===== config.mk =====
export PLATFORM = sky130hd
export DESIGN_NAME = imem_loader
export DESIGN_NICKNAME = d
export VERILOG_FILES = /design/src/rtl/imem_loader.sv
export SDC_FILE = /design/constraint.sdc
export NUM_CORES = 1
export LEC_CHECK = 0
export ABC_AREA = 1
export BUFFER_PORTS_ARGS = -buffer_cell sky130_fd_sc_hd__buf_2
export CAP_MARGIN = 20
export CORE_ASPECT_RATIO = 1.25
export CORE_UTILIZATION = 32
export DETAILED_ROUTE_END_ITERATION = 10
export GPL_TIMING_DRIVEN = 0
export HOLD_SLACK_MARGIN = 0.15
export MAX_ROUTING_LAYER = met4
export PLACE_DENSITY = 0.59
export SLEW_MARGIN = 20
export SYNTH_ARGS = -nofsm -noshare
export SYNTH_HDL_FRONTEND = slang
export SYNTH_SLANG_ARGS = --single-unit

===== constraint.sdc =====
create_clock -name clk -period 3.05 [get_ports clk]
set_input_delay 0.61 -clock clk [delete_from_list [all_inputs] [get_ports clk]]
set_output_delay 0.61 -clock clk [all_outputs]
set_load 0.005 [all_outputs]

===== src/rtl/imem_loader.sv =====
// imem_loader: boot-time instruction-memory loader.
// Receives a framed byte stream (16-bit LE word count, 4*N payload bytes,
// XOR checksum byte). Assembles little-endian 32-bit words and writes them
// sequentially through a synchronous imem write port. Holds the core in
// reset until a complete, checksum-verified image is in place.
module imem_loader #(
  parameter int DEPTH  = 64,
  parameter int ADDR_W = 6
) (
  input  logic              clk,
  input  logic              reset,
  input  logic              start,
  input  logic              rx_valid,
  input  logic [7:0]        rx_data,
  output logic              rx_ready,
  output logic              imem_we,
  output logic [ADDR_W-1:0] imem_waddr,
  output logic [31:0]       imem_wdata,
  output logic              cpu_reset,
  output logic              busy,
  output logic              done,
  output logic              error
);

  localparam logic [15:0] DEPTH16 = 16'(DEPTH);

  typedef enum logic [2:0] {
    S_IDLE,
    S_CNT_LO,
    S_CNT_HI,
    S_DATA,
    S_CSUM,
    S_DONE,
    S_ERR
  } state_t;

  // Status outputs that are a pure function of the FSM state.
  typedef struct packed {
    logic rx_ready;
    logic busy;
    logic done;
    logic error;
    logic cpu_reset;
  } flags_t;

  function automatic flags_t flags_of(input state_t s);
    flags_t f;
    f = '{rx_ready: 1'b0, busy: 1'b0, done: 1'b0, error: 1'b0, cpu_reset: 1'b1};
    case (s)
      S_CNT_LO, S_CNT_HI, S_DATA, S_CSUM: begin
        f.rx_ready = 1'b1;
        f.busy     = 1'b1;
      end
      S_DONE: begin
        f.done      = 1'b1;
        f.cpu_reset = 1'b0;
      end
      S_ERR:   f.error = 1'b1;
      default: ;
    endcase
    return f;
  endfunction

  state_t              state;
  flags_t              flags;
  logic [15:0]         count;     // word count N from the header
  logic [ADDR_W-1:0]   word_idx;  // address of the word being assembled
  logic [1:0]          byte_idx;  // lane of the next payload byte
  logic [7:0]          csum;      // running XOR of payload bytes
  logic [23:0]         asm_lo;    // lanes 0..2 of the word being assembled

  logic                xfer;
  logic [15:0]         hdr_n;
  logic [15:0]         word_idx_ext;
  logic                last_word;

  assign xfer         = rx_valid & flags.rx_ready;
  assign hdr_n        = {rx_data, count[7:0]};
  assign word_idx_ext = {{(16-ADDR_W){1'b0}}, word_idx};
  assign last_word    = (word_idx_ext == count - 16'd1);

  assign rx_ready  = flags.rx_ready;
  assign busy      = flags.busy;
  assign done      = flags.done;
  assign error     = flags.error;
  assign cpu_reset = flags.cpu_reset;

  // Loader FSM: consumes the frame, assembles words, drives the imem write
  // port and the status outputs.
  // NOTE: the status flags are loaded from the *destination* state at the
  // same edge the state changes, so they are registered yet never lag state.
  always_ff @(posedge clk or posedge reset) begin
    if (reset) begin
      state      <= S_IDLE;
      flags      <= flags_of(S_IDLE);
      count      <= '0;
      word_idx   <= '0;
      byte_idx   <= '0;
      csum       <= '0;
      asm_lo     <= '0;
      imem_we    <= 1'b0;
      imem_waddr <= '0;
      imem_wdata <= '0;
    end else begin
      // NOTE: non-blocking assignments throughout; this default is overridden
      // later in the block on a word-completing transfer, giving a 1-cycle pulse.
      imem_we <= 1'b0;
      case (state)
        S_IDLE, S_DONE, S_ERR: begin
          if (start) begin
            state <= S_CNT_LO;
            flags <= flags_of(S_CNT_LO);
          end
        end
        S_CNT_LO: begin
          if (xfer) begin
            count[7:0] <= rx_data;
            state      <= S_CNT_HI;
            flags      <= flags_of(S_CNT_HI);
          end
        end
        S_CNT_HI: begin
          if (xfer) begin
            count[15:8] <= rx_data;
            if (hdr_n == 16'd0 || hdr_n > DEPTH16) begin
              state <= S_ERR;
              flags <= flags_of(S_ERR);
            end else begin
              word_idx <= '0;
              byte_idx <= '0;
              csum     <= '0;
              state    <= S_DATA;
              flags    <= flags_of(S_DATA);
            end
          end
        end
        S_DATA: begin
          if (xfer) begin
            csum     <= csum ^ rx_data;
            byte_idx <= byte_idx + 2'd1;
            case (byte_idx)
              2'd0: asm_lo[7:0]   <= rx_data;
              2'd1: asm_lo[15:8]  <= rx_data;
              2'd2: asm_lo[23:16] <= rx_data;
              2'd3: begin
                imem_wdata <= {rx_data, asm_lo};
                imem_waddr <= word_idx;
                imem_we    <= 1'b1;
                word_idx   <= word_idx + ADDR_W'(1);
                if (last_word) begin
                  state <= S_CSUM;
                  flags <= flags_of(S_CSUM);
                end
              end
              default: ;
            endcase
          end
        end
        S_CSUM: begin
          if (xfer) begin
            if (rx_data == csum) begin
              state <= S_DONE;
              flags <= flags_of(S_DONE);
            end else begin
              state <= S_ERR;
              flags <= flags_of(S_ERR);
            end
          end
        end
        default: begin
          state <= S_IDLE;
          flags <= flags_of(S_IDLE);
        end
      endcase
    end
  end

endmodule

==> impl_metrics.ini <==
[clock_tree]
cts_root_buf = clkbuf_16
ctsResizeCount = 0
post_cts_buffers = 0
clock-sinks = 102
clk_latency_ns = 0.35
cts_tree = yes
cts_max_path_buffers = 2
cts_made_buffers = 9
postCtsHoldBufs = 0
clk_pin_slew_worst_paths_ns = 0.07
cts_max_level = 3

[floorplan]
rows = 49
core_area_mm2 = 0.0146
ios = 56
die_area_mm2 = 0.0157
start_util = 0.333
fp.dieW_um = 112
die_h_um = 140

[setup_path]
path_common_cell = nand2_1
crit_path_start = count[0]$_DFFE_PP0P_
worstReg2RegStart = count[0]$_DFFE_PP0P_
cp.arrival_ns = 2.56
worstPathRequired_ns = 3.29
crit_chain = inv_1, ha_1, clkbuf_2, nand2_2, nor2_1, nand2_1, nand2_1, nand3_1, nor2_2, nand3_2, nand2_4, nand2_4, nand2_1, nand2_1
cp.depth = 14
reg2reg_to = state[1]$_DFFE_PP0P_
endpoint = state[1]$_DFFE_PP0P_
critPathMaxFanout = 8
cp-end-kind = flip-flop
slowest_stage = dfrtp_1
critPathMaxStageDelay_ns = 0.43
setup.worst_path.class = flip-flop to flip-flop
r2r_slack_ns = 0.72
worstRegToRegCells = 14
start_kind = flip-flop
crit_buf_inv = 2
crit_family = simple AND/OR/NAND/NOR gates

[min_path]
hold_path_class = primary input to async pin

[power_and_ir_drop]
peakVddDrop_mv = 0.379
p_total_w = 0.00530
p_per_area_mw_per_mm2 = 920
leakage_nw = 3.02

[detailed_routing]
drc = 3
vias = 3958
vias_per_cell = 4.78
drtAntennaViolNets = 0
drtIter0Drc = 191
wl_um = 11600
first_pass_iters = 8
wl_per_cell_um = 14.0

[outcome]
violations = DRC
status = complete, but fails checks

[synthesis]
synth-edff-count = 0
seq_area_frac_synth = 0.526
synth_cell_types = 35
ys.flop_type = dfrtp_1
syn_nets = 595
ys_warn_count = 0
synthCells = 576
synthArstFlopShare = 1.00
synth-seq-cells = 102
avgSynthCellArea_um2 = 8.43
synth_area_mm2 = 0.00485

[global_route]
grt_use_total = 0.165
grt_pass1_wl_um = 19500
grt_start_max_net_pins = 36
antenna_found_initial = 0
grt_pass1_vias = 3948
grt_overflow = 0

[timing]
finalHoldViolCount = 0
skew_ns = 0.00761
fin_crit_ns = 2.33
fin_tns_setup_ns = 0
report.final.slew_viol_count = 0
rsz0062_at_grt = false
setup_viol = 0
finalCritPeriodShare = 0.763
tightest_slew_ns = 0.494
max_freq_mhz = 430
slew_headroom = 0.667

[layout]
multi_input_area_mm2 = 0.00201
diodes = 0
area_growth_pct = 18.6
register_area_mm2 = 0.00255
drive_gt1_frac = 0.182
layout.nets = 664
filler_cell_count = 1493

[placement]
dp_hpwl_um = 8540
place.gp.congestion = 0.834
numPortBuffers = 55

[flow_run]
drv_cap = 0
-- per-stage QoR --
step / hold WS (ns) / std cells / setup slack (ns) / util / cell area [µm²]
floorplan: 0.442 / 576 / 1.14 / - / 4860
global placement: 0.452 / 809 / 0.553 / 0.367 / 5360
detailed placement: 0.460 / 812 / 0.690 / 0.372 / 5420
CTS: 0.253 / 828 / 0.746 / 0.394 / 5760
global route: 0.270 / 828 / 0.526 / 0.394 / 5760
finish: 0.250 / 828 / 0.723 / 0.394 / 5760
-- layout make-up --
| class | count | share of cell area |
|---|---|---|
| Sequential cell | 102 | 0.444 |
| Multi-Input combinational cell | 408 | 0.350 |
| Timing Repair Buffer | 58 | 0.0596 |
| Clock buffer | 11 | 0.0422 |
| Tap cell | 178 | 0.0387 |
| Inverter | 48 | 0.0322 |
| Buffer | 18 | 0.0183 |
| Clock inverter | 5 | 0.0154 |
-- cells by family (layout without fill, tap and decap cells) --
family	count (synthesis)	after routing	synth area share
compound gates	77	77	0.0869
xor+xnor	16	16	0.0289
fa+ha+maj	7	7	0.0180
buf+inv	66	140	0.0590
flops	102	102	0.526
simple gates	308	308	0.281
-- state kept, by name, summed over array words and instances (netlist names) --
register	cells
count	16
cpu_reset	1
csum	8
word_idx	6
byte_idx	2
rx_ready	1
error	1
done	1
imem_waddr	6
asm_lo	24
imem_we	1
state	3
imem_wdata	32
-- worst min-delay path by stage --
stage                     startpoint                          to  slack (ns)  depth (start not counted)
2_1_floorplan  asm_lo[0]$_DFFE_PP0P_   imem_wdata[0]$_DFFE_PP0P_        0.44                          2
3_3_place_gp   cpu_reset$_DFFE_PP1P_       cpu_reset$_DFFE_PP1P_        0.45                          2
3_5_place_dp   cpu_reset$_DFFE_PP1P_       cpu_reset$_DFFE_PP1P_        0.46                          2
4_1_cts                        reset  imem_wdata[29]$_DFFE_PP0P_        0.25                          2
5_1_grt                        reset  imem_wdata[28]$_DFFE_PP0P_        0.27                          2
6_report                       reset  imem_wdata[29]$_DFFE_PP0P_        0.25                          2
-- worst reg2reg max path: stages (launching register included) --
cell	delay, ns
dfrtp_1	0.43
inv_1	0.24
ha_1	0.19
clkbuf_2	0.19
nand2_2	0.13
nor2_1	0.22
nand2_1	0.08
nand2_1	0.06
nand3_1	0.09
nor2_2	0.11
nand3_2	0.11
nand2_4	0.13
nand2_4	0.08
nand2_1	0.08
nand2_1	0.06
-- cell usage in the layout (no fill, tap or decap), types with 2 or more instances in the layout --
cell	count
nor2_1	25
xnor2_1	6
nand2_1	216
buf_2	60
a22o_1	5
inv_2	5
nor2_4	7
dfrtp_1	101
inv_6	2
nor2_2	6
nor4_1	2
inv_1	40
bufinv_16	2
o21ai_1	24
xor2_1	10
a21oi_1	2
buf_4	4
nor3_1	2
nand3b_1	8
buf_12	2
buf_6	2
nand2_2	4
clkbuf_16	9
o21ai_0	44
clkbuf_1	7
ha_1	7
nand3_1	25
nand2_4	4
nand4_1	5
-- Yosys cell counts, types with 2 or more instances --
master    count  area, µm²
nand2_1     216        811
dfrtp_1     101       2530
o21ai_0      44        220
inv_1        41        154
nand3_1      25        125
nor2_1       25       93.8
o21ai_1      24        120
xor2_1       10       87.6
nand3b_1      8       60.1
ha_1          7       87.6
nor2_4        7       78.8
clkbuf_1      6       22.5
nor2_2        6       37.5
xnor2_1       6       52.6
a22o_1        5       43.8
buf_2         5       25.0
inv_2         5       18.8
nand4_1       5       31.3
buf_4         4       30.0
nand2_2       4       25.0
nand2_4       4       45.0
a21oi_1       2       10.0
buf_6         2       22.5
nor3_1        2       10.0
nor4_1        2       12.5
-- where the power goes --
group | total [W] | internal [W] | switching (W)
combinational | 0.00188 | 0.000763 | 0.00112
sequential | 0.00213 | 0.00177 | 0.000365
clock | 0.00128 | 0.000754 | 0.000527
-- metal layers --
metal  vias to the layer above  share of wire  track usage
met5                         -              0            -
met4                         0          0.018       0.0611
met3                        12          0.036       0.0348
met2                        76           0.50        0.272
met1                      1908           0.45        0.198
li1                       1962              -            -
(Power assumes the default switching activity.)
